## config.mk

```make
export PLATFORM = sky130hd
export DESIGN_NAME = cache_control
export DESIGN_NICKNAME = d
export VERILOG_FILES = /design/src/rtl/cache_control.sv
export SDC_FILE = /design/constraint.sdc
export NUM_CORES = 1
export LEC_CHECK = 0
export BUFFER_PORTS_ARGS = -buffer_cell sky130_fd_sc_hd__buf_4
export CAP_MARGIN = 20
export CORE_MARGIN = 4
export CORE_UTILIZATION = 32
export DETAILED_ROUTE_END_ITERATION = 7
export GPL_TIMING_DRIVEN = 0
export PLACE_DENSITY = 0.5
export SLEW_MARGIN = 20
export SYNTH_ARGS = -nofsm -noshare
export SYNTH_HDL_FRONTEND = slang
export SYNTH_SLANG_ARGS = --single-unit
```

## constraint.sdc

```tcl
create_clock -name clk -period 2.5 [get_ports clk]
set_clock_uncertainty 0.2 [all_clocks]
set_input_delay 0.125 -clock clk [delete_from_list [all_inputs] [get_ports clk]]
set_output_delay 0.125 -clock clk [all_outputs]
set_load 0.02 [all_outputs]
```

## src/rtl/cache_control.sv

```systemverilog
// Control FSM for the 2-way write-back cache: sequences CPU hits, victim writeback
// and line allocation, and keeps saturating hit/miss/writeback counters.
module cache_control #(
  parameter int unsigned CNT_WIDTH = 16
) (
  input  logic                 clk,
  input  logic                 rst_n,
  input  logic                 mem_read,
  input  logic                 mem_write,
  output logic                 mem_resp,
  output logic                 pmem_read,
  output logic                 pmem_write,
  input  logic                 pmem_resp,
  input  logic                 ishit_w1,
  input  logic                 ishit_w2,
  input  logic                 isdirty_w1,
  input  logic                 isdirty_w2,
  input  logic                 lru_out,
  output logic                 load_dirty_w1,
  output logic                 load_valid_w1,
  output logic                 load_tag_w1,
  output logic                 load_datastore_w1,
  output logic                 load_dirty_w2,
  output logic                 load_valid_w2,
  output logic                 load_tag_w2,
  output logic                 load_datastore_w2,
  output logic                 load_lru,
  output logic                 dirty_datain,
  output logic                 datastore_in_mux_sel,
  output logic [1:0]           pmem_address_mux_sel,
  output logic [CNT_WIDTH-1:0] hit_count,
  output logic [CNT_WIDTH-1:0] miss_count,
  output logic [CNT_WIDTH-1:0] wb_count
);

  typedef enum logic [1:0] {
    S_IDLE      = 2'b00,
    S_WRITEBACK = 2'b01,
    S_ALLOCATE  = 2'b10
  } state_t;

  state_t r_state;
  state_t w_next;

  logic                 w_req;
  logic                 w_hit;
  logic                 w_hit_way;
  logic                 w_victim_dirty;
  logic                 w_miss_evt;
  logic                 w_wb_evt;
  logic                 w_mem_resp;
  logic                 w_pmem_read;
  logic                 w_pmem_write;
  logic [1:0]           w_ld_dirty;
  logic [1:0]           w_ld_valid;
  logic [1:0]           w_ld_tag;
  logic [1:0]           w_ld_data;
  logic                 w_load_lru;
  logic                 w_dirty_datain;
  logic                 w_ds_sel;
  logic [1:0]           w_addr_sel;
  logic [CNT_WIDTH-1:0] r_hit_cnt;
  logic [CNT_WIDTH-1:0] r_miss_cnt;
  logic [CNT_WIDTH-1:0] r_wb_cnt;

  // Way index 0 = way 1, 1 = way 2; way 1 wins when both hit.
  assign w_req          = mem_read | mem_write;
  assign w_hit          = ishit_w1 | ishit_w2;
  assign w_hit_way      = ~ishit_w1;
  assign w_victim_dirty = lru_out ? isdirty_w2 : isdirty_w1;
  assign w_miss_evt     = (r_state == S_IDLE) && w_req && !w_hit;
  assign w_wb_evt       = w_miss_evt && w_victim_dirty;

  always_ff @(posedge clk or negedge rst_n) begin
    if (!rst_n) r_state <= S_IDLE;
    else        r_state <= w_next;
  end

  always_comb begin
    w_next = r_state;
    case (r_state)
      S_IDLE:      if (w_miss_evt) w_next = w_victim_dirty ? S_WRITEBACK : S_ALLOCATE;
      S_WRITEBACK: if (pmem_resp) w_next = S_ALLOCATE;
      S_ALLOCATE:  if (pmem_resp) w_next = S_IDLE;
      default:     w_next = S_IDLE;
    endcase
  end

  always_comb begin
    w_mem_resp     = 1'b0;
    w_pmem_read    = 1'b0;
    w_pmem_write   = 1'b0;
    w_ld_dirty     = 2'b00;
    w_ld_valid     = 2'b00;
    w_ld_tag       = 2'b00;
    w_ld_data      = 2'b00;
    w_load_lru     = 1'b0;
    w_dirty_datain = 1'b0;
    w_ds_sel       = 1'b0;
    w_addr_sel     = 2'b10;
    case (r_state)
      S_IDLE: begin
        if (w_req && w_hit) begin
          w_mem_resp = 1'b1;
          w_load_lru = (w_hit_way == lru_out);
          if (mem_write) begin
            w_ld_data[w_hit_way]  = 1'b1;
            w_ld_dirty[w_hit_way] = 1'b1;
            w_dirty_datain        = 1'b1;
          end
        end
      end
      S_WRITEBACK: begin
        w_pmem_write = 1'b1;
        w_addr_sel   = {1'b0, lru_out};
      end
      S_ALLOCATE: begin
        w_pmem_read = 1'b1;
        if (pmem_resp) begin
          w_ld_data[lru_out]  = 1'b1;
          w_ld_tag[lru_out]   = 1'b1;
          w_ld_valid[lru_out] = 1'b1;
          w_ld_dirty[lru_out] = 1'b1;
          w_ds_sel            = 1'b1;
        end
      end
      default: ;
    endcase
  end

  // Reset gate keeps every strobe low while rst_n is asserted, whatever the inputs do.
  assign mem_resp             = rst_n & w_mem_resp;
  assign pmem_read            = rst_n & w_pmem_read;
  assign pmem_write           = rst_n & w_pmem_write;
  assign load_dirty_w1        = rst_n & w_ld_dirty[0];
  assign load_valid_w1        = rst_n & w_ld_valid[0];
  assign load_tag_w1          = rst_n & w_ld_tag[0];
  assign load_datastore_w1    = rst_n & w_ld_data[0];
  assign load_dirty_w2        = rst_n & w_ld_dirty[1];
  assign load_valid_w2        = rst_n & w_ld_valid[1];
  assign load_tag_w2          = rst_n & w_ld_tag[1];
  assign load_datastore_w2    = rst_n & w_ld_data[1];
  assign load_lru             = rst_n & w_load_lru;
  assign dirty_datain         = rst_n & w_dirty_datain;
  assign datastore_in_mux_sel = rst_n & w_ds_sel;
  assign pmem_address_mux_sel = rst_n ? w_addr_sel : 2'b00;

  // Saturating performance counters.
  always_ff @(posedge clk or negedge rst_n) begin
    if (!rst_n) begin
      r_hit_cnt  <= '0;
      r_miss_cnt <= '0;
      r_wb_cnt   <= '0;
    end else begin
      if (w_mem_resp && (r_hit_cnt != '1))  r_hit_cnt  <= r_hit_cnt + CNT_WIDTH'(1);
      if (w_miss_evt && (r_miss_cnt != '1)) r_miss_cnt <= r_miss_cnt + CNT_WIDTH'(1);
      if (w_wb_evt && (r_wb_cnt != '1))     r_wb_cnt   <= r_wb_cnt + CNT_WIDTH'(1);
    end
  end

  assign hit_count  = r_hit_cnt;
  assign miss_count = r_miss_cnt;
  assign wb_count   = r_wb_cnt;

endmodule

```

==> results.txt <==
Worst Setup Slack, final = 0.0855 ns
Net Count, Synth = 254
nets = 335
Port Buffers = 72
Critical Path Start Type = flip-flop
Clock transition at path regs = 0.09 ns
post-CTS setup buffers = 0
CP Data Required Time = 2.48 ns
largest net degree at the start of global routing = 57
placed inst area = 3190 um2
final max-slew violation count = 0
Tightest Pin Transition = 0.720 ns
clk_lat worst skew = 0.30 ns
#FFs+latches synth = 50
first-pass GRT wire length = 10100 um
overflow left after global routing = 0
gpl congestion = 0.727
HPWL reported at the end of detailed placement = 4280 um
drt total wl = 5800 um
antenna cells = 0
RSZ-0062 raised after global routing = false
setup tns final = 0 ns
total number of vias = 2051
crit path max-delay cell type = or4_4
Unique masters post-synth = 39
Cells after Synth = 241
Main synth FF type = dfrtp_1
Die Wd = 96.7 um
I/O pin cnt = 74
initial drt markers = 79
Worst setup EP type = flip-flop
main combinational cell family by area after synthesis = simple AND/OR/NAND/NOR gates
reg2reg start = miss_count[0]$_DFFE_PN0P_
Synth Area in Compound Gates = 4.97%
Core Box Area = 7690 um2
Critical Setup Path Class = flip-flop to flip-flop
CP most frequent cell = or4_4
FFs w/ async S/R, synth = 100%
LEAKAGE = 0.00156 uW
min Tclk post-route = 2.41 ns
Num CTS Buffers = 5
drt pass-1 iters = 4
Die Area = 9360 um2
final period utilization = 96.6%
Routed Antenna Nets = 0
Hold Crit Start = ishit_w2
Starting Density = 32.8%
CP arrival = 2.40 ns
status = completed
drc violations = 0
Area Growth Syn to Fin = 30.7%
YS warnings = 0
HP Class = input port to flip-flop
Clock Sinks = 50
Max stage delay on crit path = 0.56 ns
Root Buffer = clkbuf_8
multiplexer share of the synthesized area = 1.74%
post-synthesis xor/xnor area fraction = 14.5%
Max Cap Violations = 0
clk buf depth = 2
initial antenna violation count = 0
R2R Setup Slk = 0.09 ns
fmax = 414 MHz
worst-path fanout max = 5
peak supply drop = 0.000342 V
Seq/Total Area, Yosys = 49.7%
overall routing resource usage = 12.7%
PD cells = 700 nW/um2
htree depth = 2
via/cell ratio = 4.84
Synth Area per Inst = 10.5 um2
simple-gate share of the synthesized area = 24.9%
Post-synth EDFFs = 0
Final Hold Fails = 0
total power = 2310 uW
cell breakdown of the critical path = ha_1, nand3_1, nor3_1, or4_4, or4_4, xnor2_2
Critical R2R Capture = miss_count[15]$_DFFE_PN0P_
Avg WL per Cell = 13.7 um
pre-CTS setup slack = 0.0852 ns
Synth Area in Adders = 1.49%
layout cell share with drive strength beyond 1 = 29.5%
post-route cell area = 3290 um2
vias in the first global route = 2004
Hold Crit Depth = 4
R2R cell count = 6
CTS tree = built
Die Ht = 96.7 um
Synth Cell Area = 2520 um2
Worst slew margin = 51.9%
final setup fails = 0
# rows = 32
Hold EP = r_state[0]$_DFFE_PN0P_
Hold Worst Slack = 0.0262 ns
-- kinds of logic after synthesis --
group,after synthesis
AO/OA/AOI/OAI,19
XOR/XNOR,41
adder cells (fa/ha/maj),3
buffers and inverters,14
flip-flops,50
multiplexers,4
AND/OR/NAND/NOR,110
-- critical path, delay by kind of cell, from the launching register on --
family                     cells  cell delay (ns)
DFF                            1             0.46
xor gates and xnor gates       1             0.14
adders and majority gates      1             0.25
and+or+nand+nor                4             1.26
-- how the worst max path moves through the flow --
stage                                    startpoint                          to
after floorplan           miss_count[0]$_DFFE_PN0P_  miss_count[15]$_DFFE_PN0P_
after global placement    miss_count[0]$_DFFE_PN0P_  miss_count[15]$_DFFE_PN0P_
after detailed placement  miss_count[0]$_DFFE_PN0P_  miss_count[15]$_DFFE_PN0P_
after CTS                                     rst_n               load_valid_w2
after global routing      miss_count[0]$_DFFE_PN0P_  miss_count[15]$_DFFE_PN0P_
final                     miss_count[0]$_DFFE_PN0P_  miss_count[15]$_DFFE_PN0P_
-- per-stage QoR --
step / std cells / util (%)
6_report: 424 / 42.8
5_1_grt: 424 / 42.8
4_1_cts: 424 / 42.8
3_5_place_dp: 415 / 41.5
3_3_place_gp: 415 / 41.5
2_1_floorplan: 241 / -
-- cell usage after synthesis, types with 2 or more instances --
master / instances / area (um2)
nor4_1: 2 / 12.5
buf_4: 4 / 30.0
and4_1: 2 / 17.5
xor2_1: 17 / 149
nand2_1: 14 / 52.6
or4_4: 2 / 22.5
o21a_1: 2 / 15.0
and2_1: 4 / 25.0
nor2_4: 2 / 22.5
nand4_1: 18 / 113
mux2_2: 3 / 33.8
nor2_1: 20 / 75.1
nand3b_1: 4 / 30.0
dfrtp_1: 50 / 1250
inv_1: 9 / 33.8
nor4b_1: 2 / 17.5
xnor2_1: 23 / 201
nand3_1: 18 / 90.1
and3_1: 7 / 43.8
nor3_1: 9 / 45.0
ha_1: 3 / 37.5
a21oi_1: 9 / 45.0
-- cells in the final DEF, fill, tap and decap left out, types with 9 or more instances in the layout --
cell | synthesis | final
nand4_1 | 18 | 18
nand3_1 | 18 | 18
dfrtp_1 | 50 | 49
nor3_1 | 9 | 9
xor2_1 | 17 | 17
buf_4 | 4 | 75
a21oi_1 | 9 | 9
inv_1 | 9 | 9
nand2_1 | 14 | 14
nor2_1 | 20 | 20
xnor2_1 | 23 | 23
-- routing by layer --
metal / vias to the layer above / wire length, um / track usage [%]
li1: 1013 / - / -
met1: 975 / 2880 / 18.4
met2: 57 / 2540 / 18.8
met3: 6 / 316 / 3.32
met4: 0 / 66 / 3.56
met5: - / 0 / 0
-- sequential cells by signal, summed over array words and instances, names as in the netlist --
register and cells:
wb_count 16, miss_count 16, hit_count 16, r_state 2
-- power breakdown --
part | total, uW | leakage, uW | switching [uW] | internal, uW
clock network | 450 | 0.0000373 | 258 | 193
registers | 1110 | 0.000662 | 174 | 931
logic | 749 | 0.000856 | 416 | 334
total | 2310 | 0.00156 | 848 | 1460
-- area by class of cell --
| class | instances | area, um2 |
|---|---|---|
| Tap cell | 102 | 128 |
| Timing Repair Buffer | 74 | 564 |
| Sequential cell | 50 | 1250 |
| Fill cell | 789 | 4390 |
| Clock buffer | 6 | 72.6 |
| Buffer | 5 | 35.0 |
| Multi-Input combinational cell | 177 | 1200 |
| Clock inverter | 1 | 7.51 |
| Inverter | 9 | 33.8 |
-- what timing repair did --
| action | in CTS | in global routing |
|---|---|---|
| hold buffers | 2 | 0 |
| hold endpoints to repair | 52 | 0 |
| endpoints found under the setup margin | 0 | 6 |
| gates resized for setup | 0 | 2 |
Power figures use the tool's default switching activity.
